<file path="src/rtl/bank_tracker_pkg.sv">
// Shared types and widths for the per-bank request tracker.
package bank_tracker_pkg;

    localparam int CYCLE_W    = 64;
    localparam int ADDR_W_DEF = 32;
    localparam int ID_W_DEF   = 32;

    typedef struct packed {
        logic [ID_W_DEF-1:0]   id;
        logic [ADDR_W_DEF-1:0] addr;
        logic                  is_write;
        logic [CYCLE_W-1:0]    issue_cycle;
    } tracker_entry_t;

    typedef struct packed {
        logic                  valid;
        logic [ID_W_DEF-1:0]   request_id;
        logic [ADDR_W_DEF-1:0] addr;
        logic                  rd_en;
        logic                  wr_en;
        logic [CYCLE_W-1:0]    cycle;
        logic [CYCLE_W-1:0]    latency;
    } tracker_stat_t;

endpackage

</file>
<file path="src/rtl/tracker_fifo.sv">
// In-order circular buffer of outstanding requests; wrap-bit pointers give
// full/empty without a separate occupancy register.
module tracker_fifo
    import bank_tracker_pkg::*;
#(
    parameter int  DEPTH   = 8,
    parameter type entry_t = tracker_entry_t
) (
    input  logic                   clk,
    input  logic                   reset,
    input  logic                   push,
    input  entry_t                 push_data,
    input  logic                   pop,
    output entry_t                 head,
    output logic                   full,
    output logic                   empty,
    output logic [$clog2(DEPTH):0] count
);

    localparam int PW = $clog2(DEPTH);

    entry_t      mem_q [DEPTH];
    logic [PW:0] wr_ptr_q;
    logic [PW:0] wr_ptr_d;
    logic [PW:0] rd_ptr_q;
    logic [PW:0] rd_ptr_d;
    logic        push_ok_s;
    logic        pop_ok_s;

    assign full      = (wr_ptr_q[PW] != rd_ptr_q[PW]) && (wr_ptr_q[PW-1:0] == rd_ptr_q[PW-1:0]);
    assign empty     = (wr_ptr_q == rd_ptr_q);
    assign count     = wr_ptr_q - rd_ptr_q;
    assign head      = mem_q[rd_ptr_q[PW-1:0]];
    assign push_ok_s = push && !full;
    assign pop_ok_s  = pop && !empty;

    // Pointer next-state.
    always_comb begin
        wr_ptr_d = wr_ptr_q;
        rd_ptr_d = rd_ptr_q;
        if (push_ok_s) begin
            wr_ptr_d = wr_ptr_q + {{PW{1'b0}}, 1'b1};
        end else begin
            wr_ptr_d = wr_ptr_q;
        end
        if (pop_ok_s) begin
            rd_ptr_d = rd_ptr_q + {{PW{1'b0}}, 1'b1};
        end else begin
            rd_ptr_d = rd_ptr_q;
        end
    end

    // Pointer registers.
    always_ff @(posedge clk) begin
        if (!reset) begin
            wr_ptr_q <= '0;
            rd_ptr_q <= '0;
        end else begin
            wr_ptr_q <= wr_ptr_d;
            rd_ptr_q <= rd_ptr_d;
        end
    end

    // Entry storage; contents are don't-care until written, so no reset.
    always_ff @(posedge clk) begin
        if (push_ok_s) begin
            mem_q[wr_ptr_q[PW-1:0]] <= push_data;
        end
    end

endmodule

</file>
<file path="src/rtl/bank_request_tracker.sv">
// Tags requests for one (rank, bank) scheduler, tracks them in order and
// emits a registered statistics record per completion.
module bank_request_tracker
    import bank_tracker_pkg::*;
#(
    parameter int RANK   = 0,
    parameter int BANK   = 0,
    parameter int DEPTH  = 8,
    parameter int ADDR_W = ADDR_W_DEF,
    parameter int ID_W   = ID_W_DEF
) (
    input  logic                   clk,
    input  logic                   reset,
    input  logic                   req_valid,
    output logic                   req_ready,
    input  logic [ADDR_W-1:0]      req_addr,
    input  logic                   req_is_write,
    input  logic                   resp_valid,
    output logic [CYCLE_W-1:0]     global_cycle,
    output logic                   stat_valid,
    output logic [ID_W-1:0]        stat_request_id,
    output logic [ADDR_W-1:0]      stat_addr,
    output logic                   stat_rd_en,
    output logic                   stat_wr_en,
    output logic [CYCLE_W-1:0]     stat_cycle,
    output logic [CYCLE_W-1:0]     stat_latency,
    output logic [$clog2(DEPTH):0] outstanding,
    output logic [31:0]            total_reads,
    output logic [31:0]            total_writes,
    output logic [CYCLE_W-1:0]     max_latency,
    output logic                   err_underflow
);

    if (DEPTH < 2 || (DEPTH & (DEPTH - 1)) != 0 || RANK < 0 || BANK < 0) begin : g_bad_param
        $error("bank_request_tracker: DEPTH must be a power of two >= 2, RANK/BANK non-negative");
    end

    typedef struct packed {
        logic [ID_W-1:0]    id;
        logic [ADDR_W-1:0]  addr;
        logic               is_write;
        logic [CYCLE_W-1:0] issue_cycle;
    } entry_t;

    typedef struct packed {
        logic               valid;
        logic [ID_W-1:0]    request_id;
        logic [ADDR_W-1:0]  addr;
        logic               rd_en;
        logic               wr_en;
        logic [CYCLE_W-1:0] cycle;
        logic [CYCLE_W-1:0] latency;
    } stat_t;

    logic [CYCLE_W-1:0] cycle_q, cycle_d;
    logic [ID_W-1:0]    id_q, id_d;
    stat_t              stat_q, stat_d;
    logic [31:0]        reads_q, reads_d;
    logic [31:0]        writes_q, writes_d;
    logic [CYCLE_W-1:0] max_q, max_d;
    logic               err_q, err_d;

    entry_t             push_entry_s;
    entry_t             head_s;
    logic               full_s;
    logic               empty_s;
    logic               push_s;
    logic               pop_s;
    logic [CYCLE_W-1:0] latency_s;

    // Pop decisions use current occupancy, so a push into an empty table is never popped the same cycle.
    assign req_ready = !full_s;
    assign push_s    = req_valid && !full_s;
    assign pop_s     = resp_valid && !empty_s;
    assign latency_s = cycle_q - head_s.issue_cycle;

    tracker_fifo #(
        .DEPTH   (DEPTH),
        .entry_t (entry_t)
    ) u_fifo (
        .clk       (clk),
        .reset     (reset),
        .push      (push_s),
        .push_data (push_entry_s),
        .pop       (pop_s),
        .head      (head_s),
        .full      (full_s),
        .empty     (empty_s),
        .count     (outstanding)
    );

    // Next-state for counters, stat record and sticky error.
    always_comb begin
        push_entry_s.id          = id_q;
        push_entry_s.addr        = req_addr;
        push_entry_s.is_write    = req_is_write;
        push_entry_s.issue_cycle = cycle_q;
        cycle_d  = cycle_q + 64'd1;
        err_d    = err_q | (resp_valid & empty_s);
        stat_d   = stat_q;
        reads_d  = reads_q;
        writes_d = writes_q;
        max_d    = max_q;
        if (push_s) begin
            id_d = id_q + ID_W'(1);
        end else begin
            id_d = id_q;
        end
        if (pop_s) begin
            stat_d.valid      = 1'b1;
            stat_d.request_id = head_s.id;
            stat_d.addr       = head_s.addr;
            stat_d.rd_en      = !head_s.is_write;
            stat_d.wr_en      = head_s.is_write;
            stat_d.cycle      = cycle_q;
            stat_d.latency    = latency_s;
            if (head_s.is_write) begin
                writes_d = writes_q + 32'd1;
            end else begin
                reads_d = reads_q + 32'd1;
            end
            if (latency_s > max_q) begin
                max_d = latency_s;
            end else begin
                max_d = max_q;
            end
        end else begin
            stat_d.valid = 1'b0;
        end
    end

    // State registers.
    always_ff @(posedge clk) begin
        if (!reset) begin
            cycle_q  <= '0;
            id_q     <= '0;
            stat_q   <= '0;
            reads_q  <= '0;
            writes_q <= '0;
            max_q    <= '0;
            err_q    <= 1'b0;
        end else begin
            cycle_q  <= cycle_d;
            id_q     <= id_d;
            stat_q   <= stat_d;
            reads_q  <= reads_d;
            writes_q <= writes_d;
            max_q    <= max_d;
            err_q    <= err_d;
        end
    end

    assign global_cycle    = cycle_q;
    assign stat_valid      = stat_q.valid;
    assign stat_request_id = stat_q.request_id;
    assign stat_addr       = stat_q.addr;
    assign stat_rd_en      = stat_q.rd_en;
    assign stat_wr_en      = stat_q.wr_en;
    assign stat_cycle      = stat_q.cycle;
    assign stat_latency    = stat_q.latency;
    assign total_reads     = reads_q;
    assign total_writes    = writes_q;
    assign max_latency     = max_q;
    assign err_underflow   = err_q;

endmodule
</file>
<file path="config.mk">
export PLATFORM = sky130hd
export DESIGN_NAME = bank_request_tracker
export DESIGN_NICKNAME = d
export VERILOG_FILES = /design/src/rtl/bank_tracker_pkg.sv /design/src/rtl/tracker_fifo.sv /design/src/rtl/bank_request_tracker.sv
export SDC_FILE = /design/constraint.sdc
export NUM_CORES = 2
export LEC_CHECK = 0
export BUFFER_PORTS_ARGS = -buffer_cell sky130_fd_sc_hd__buf_2
export CAP_MARGIN = 30
export CORE_ASPECT_RATIO = 0.75
export CORE_MARGIN = 2
export CORE_UTILIZATION = 45
export CTS_CLUSTER_SIZE = 8
export DETAILED_ROUTE_END_ITERATION = 8
export SYNTH_ARGS = -nofsm -noshare
export SYNTH_HDL_FRONTEND = slang
export SYNTH_HIERARCHICAL = 1
export SYNTH_SLANG_ARGS = --single-unit
export TNS_END_PERCENT = 10
</file>
<file path="constraint.sdc">
create_clock -name clk -period 24 [get_ports clk]
set_clock_uncertainty 0.1 [all_clocks]
set_input_delay 1.2 -clock clk [delete_from_list [all_inputs] [get_ports clk]]
set_output_delay 1.2 -clock clk [all_outputs]
set_load 0.03 [all_outputs]
</file>
# Word level (Yosys, flattened, before mapping)
# Memories as Yosys holds them, arrays and structs flattened. A register that Yosys moved wholly into a read port is not among the register bits.
# Cells that the tools add are included.
# word_totals
rom_bits	0
out_inout_bits	393
word_cells	47
ram_bits	1032
n_memories	1
register_bits	428
latch_bits	0
inputBits	37
# mem_list
name	words	word_bits	read_ports	rd_ports_with_merged_regs	wr	line_no	text
u_fifo.mem_q	8	129	1	1	1	tracker_fifo.sv:22	entry_t mem_q [DEPTH];
# op_classes
reduce_logical	11
bitwise	3
n_mux	5
eq_ne	3
n_addsub	8
mul	0
n_lt_le_gt_ge	1
shifts	0
n_div	0
# op_table
operator	count
$add A32 B1 Y32 const B	3
$add A64 B1 Y64 const B	1
$gt A64 B64 Y1	1
$sub A64 B64 Y64	1
$add A4 B1 Y4 const B	2
$mux W3	2
$reduce_and A2 Y1	3
$logic_and A1 B1 Y1	5
$eq A4 B4 Y1	1
$sub A4 B4 Y4	1
$eq A3 B3 Y1	1
$logic_not A1 Y1	3
$mux W1	3
$and A1 B1 Y1	1
$ne A1 B1 Y1	1
$not A1 Y1	1
$or A1 B1 Y1	1

# Longest topological paths before layout
# depth
ltp_word	7
depth_mapped	31
mapped_depth_nobuf	26

# Modules after synthesis
# Netlist, hierarchy kept.
# by_module_without_submodules
mod	area_each_um2	cells_per_inst	seq_area_each_um2	instances
tracker_fifo	39786.9	1566	31209.9	1
bank_request_tracker	21525.6	2721	8408.1	1

# Worst setup path after synthesis
# OpenSTA, ideal clock, no wires.
# synth_timing
path_type	input to register
startpoint	in req_valid
endpoint	mem u_fifo/mem_q[0][0] (netlist name) (enable)
path_slack_ps	8944
path_stages	4
setup_ps	935
t_arrival_ps	14021
t_required_ps	22965
path_cell_list	nor2b_1 > clkbuf_1 > o21ai_1 > nor4_1
# synth_between
elab_chain_cells	4
# synth_lines
element	line_no	text
from (decl)	bank_request_tracker.sv:14	input logic req_valid,
$logic_and A1 B1 Y1	bank_request_tracker.sv:73	assign push_s = req_valid && !full_s;
net push_s	bank_request_tracker.sv:67	logic push_s;
$logic_and A1 B1 Y1	tracker_fifo.sv:34	assign push_ok_s = push && !full;
$mux W1	tracker_fifo.sv:66	if (push_ok_s) begin
$mux W1 (not written as such)	tracker_fifo.sv:67	mem_q[wr_ptr_q[PW-1:0]] <= push_data;
to (decl)	tracker_fifo.sv:22	
# The timed path passes the listed nets, and every way through them passes these cells.

==> metrics.md <==
| Metric | Value |
|---|---|
| Status | `finished, final reports clean` |
| Gp weighted congestion | `0.964` |
| Slew Viols, Final | `0` |
| H-Tree Level Count | `4` |
| Post-route DRC | `0` |
| Post CTS Setup Buffer Count | `0` |
| Worst Setup EP | `max_latency[55]` |
| Comb pwr share | `10.2%` |
| Chip height | `324 microns` |
| Fillers | `11300` |
| Sum Neg Setup Slack | `0 ns` |
| Nets | `4970` |
| Switching Fraction | `24.8%` |
| Core Area | `135000 sq um` |
| Register-to-Register Setup Slack | `15.02 ns` |
| Top_reg_cell synth | `edfxtp_1` |
| I/O Buffers | `429` |
| GRT Overall Usage | `22.4%` |
| Area growth syn-to-layout | `16.5%` |
| Seq pwr share | `46.2%` |
| CTS tree | `done` |
| Largest area contributor in the netlist | `edfxtp_1` |
| Startpoint Class | `flop` |
| Synth top cells by count | `1032 x edfxtp_1, 525 x nand2_1, 431 x dfxtp_1` |
| Skew-Pair Late Insertion Delay | `0.81 ns` |
| DIE WIDTH | `430 microns` |
| Syn_area_per_cell | `14.3 sq um` |
| Power Dens Cells | `85.0 nW/um^2` |
| Tcrit/Tclk final | `37.4%` |
| Worst-case vdd ir drop | `0.0592 mV` |
| HP Class | `flop to flop` |
| DPL Wire Length | `95.4 mm` |
| R2R depth | `25` |
| Area of the multi-input gates | `20100 sq um` |
| Synthesis warning total | `6` |
| Share of the synthesized area in the top cell type | `50.5%` |
| Share of cells above drive strength 1 | `21.4%` |
| # setup viols final | `0` |
| WHS | `0.348 ns` |
| Final setup margin | `15.02 ns` |
| Largest net degree at the start of global routing | `185` |
| Final hold violation count | `0` |
| Core Rows | `117` |
| FF+latch count, synth | `1463` |
| Async S/R FF share, synth | `0%` |
| Fmax | `0.111 GHz` |
| Post-CTS resize count | `0` |
| First-pass GRT wire length | `235 mm` |
| RSZ-0062 raised after global routing | `false` |
| TritonRoute pass-1 iters | `7` |
| Routed Antenna Nets | `0` |
| Count leader, synth | `edfxtp_1` |
| Worst reg2reg endpoint | `max_latency[55]` |
| Reg clk slew, reported paths | `0.05 ns` |
| # IOs | `430` |
| Reg area | `39600 sq um` |
| Critical Path AT | `9.63 ns` |
| Peak fanout along the critical path | `59` |
| Clk sinks | `1463` |
| Top cells by area, synth | `edfxtp_1 51%, dfxtp_1 14%, mux4_2 5.7%` |
| Core Util, Final | `52.8%` |
| Pre-CTS setup slack | `15.04 ns` |
| Synth cell types | `88` |
| Clock share of power | `43.6%` |
| Worst slew pin tran | `1.07 ns` |
| Clock Tree Buf Depth | `3` |
| Max-cap viol count | `0` |
| Initial antenna violation count | `7` |
| Number of synthesized flops with an enable pin | `1032` |
| Cts bufs inserted | `202` |
| Pint | `4.57 mW` |
| Die area | `139000 sq um` |
| WL per Instance | `23.5 microns` |
| Vias in the first global route | `36900` |
| Design area | `71500 sq um` |
| Iter 0 DRT Violations | `3538` |
| GRT overflow | `0` |
| Placed instance area | `65400 sq um` |
| CP required | `24.64 ns` |
| DR vias | `37600` |
| Mapped Area | `61300 sq um` |
| Cells after Synth | `4287` |
| Register area share after synthesis | `64.6%` |
| Post-route minimum period | `8.98 ns` |
| Sw power | `1.50 mW` |
| CP Capture Type | `flop` |
| Root buffer cell | `clkbuf_16` |
| Via-to-Cell Ratio | `5.58` |
| Leakage power | `26.0 nW` |
| Initial Util | `45.3%` |
| Drt total wl | `158 mm` |
| # hold bufs at CTS | `0` |
| Syn_nets | `4462` |
| Max transition margin | `28.8%` |
| Crit path kind | `flop to flop` |
==> kinds of logic (layout without fill, tap and decap cells) <==
group	count (synthesis)	after routing	synth area share, %
and+or+nand+nor	1129	1129	8.23
xor gates and xnor gates	202	202	2.89
other	0	1	0
adders and majority gates	138	138	2.84
AOI/OAI and AO/OA	555	555	5.38
DFF	1463	1463	64.6
buffers and inverters	365	1033	2.78
muxes	435	435	13.3
==> power groups by stage <==
stage          logic [mW]  clock network [mW]  registers (mW)
6_report            0.619                2.65            2.81
5_1_grt             0.671                2.82            2.81
4_1_cts             0.623                2.71            2.81
3_5_place_dp        0.620                   0            2.85
3_3_place_gp        0.616                   0            2.85
2_1_floorplan       0.368                   0            2.93
==> routing by layer <==
| metal | share of wire (%) | up-vias | track usage (%) |
|---|---|---|---|
| li1 | - | 17100 | - |
| met5 | 0.022 | - | 0 |
| met3 | 6.5 | 274 | 4.89 |
| met2 | 45 | 1175 | 34.2 |
| met4 | 2.8 | 6 | 7.61 |
| met1 | 46 | 19100 | 31.9 |
==> worst min path at each step <==
stage,from,endpoint,cells after the start
2_1_floorplan,u_fifo/rd_ptr_q[1],flop,2
3_3_place_gp,stat_cycle[8],stat_cycle[8],2
3_5_place_dp,stat_cycle[32],stat_cycle[32],2
4_1_cts,stat_cycle[32],stat_cycle[32],2
5_1_grt,stat_cycle[26],stat_cycle[26],2
6_report,stat_cycle[32],stat_cycle[32],2
==> stage by stage <==
step	instances	total power, mW
finish	6741	6.07
detailed placement	6371	3.47
global route	6740	6.30
floorplan	4287	3.30
global placement	6366	3.47
CTS	6735	6.14
==> flip-flops by register name, indices dropped and copies added, names as in the netlist, named ones only <==
name	flops
u_fifo/mem_q	1032
global_cycle	64
max_latency	64
stat_cycle	64
stat_latency	64
id_q	32
stat_addr	32
stat_request_id	32
total_reads	32
total_writes	32
u_fifo/rd_ptr_q	4
u_fifo/wr_ptr_q	4
err_underflow	1
stat_rd_en	1
stat_valid	1
stat_wr_en	1
==> cell type report <==
| class | instances | area share, % |
|---|---|---|
| clock buffers | 348 | 7.90 |
| clock inverters | 16 | 0.401 |
| well taps | 1785 | 3.13 |
| diodes | 1 | 0.00350 |
| inverters | 162 | 0.872 |
| repair buffers | 507 | 4.15 |
| multi-input cells | 2459 | 28.1 |
| flip-flops and latches | 1463 | 55.5 |
==> cells in the final DEF, fill, tap and decap left out, types with 36 or more instances in the layout <==
| master | netlist | final |
|---|---|---|
| mux2_2 | 131 | 131 |
| xor2_1 | 124 | 124 |
| clkbuf_16 | 0 | 203 |
| nand3_1 | 89 | 89 |
| buf_2 | 26 | 429 |
| a21o_1 | 36 | 36 |
| clkbuf_1 | 118 | 143 |
| ha_1 | 136 | 136 |
| mux4_2 | 154 | 154 |
| xnor2_1 | 78 | 78 |
| a21oi_1 | 308 | 307 |
| nand2_1 | 525 | 524 |
| edfxtp_1 | 1032 | 1032 |
| mux4_1 | 104 | 104 |
| buf_4 | 7 | 61 |
| mux2i_1 | 45 | 45 |
| inv_1 | 161 | 160 |
| o21ai_0 | 83 | 83 |
| nor2_1 | 271 | 269 |
| dfxtp_1 | 431 | 428 |
| nand4_1 | 52 | 52 |
==> worst max-delay path, cell delays in order, from the launching register on <==
cell and delay, ns:
dfxtp_4 0.97, buf_4 0.60, buf_16 0.30, mux4_2 0.35, mux2_2 0.28, inv_1 0.06, ha_1 0.27, a21o_1 0.25
a221oi_2 0.53, nor3b_1 0.17, o211ai_1 0.53, a21oi_1 0.21, o31ai_1 0.66, a21boi_0 0.27, or3_1 0.40, and2_1 0.19
ha_1 0.28, nand4_1 0.09, or2_2 0.31, nor2_1 0.16, nand3_1 0.10, o41ai_1 0.44, o21bai_1 0.29, nand2_4 0.07
nor2_1 0.72, a22o_1 0.24
(Power assumes the default switching activity.)
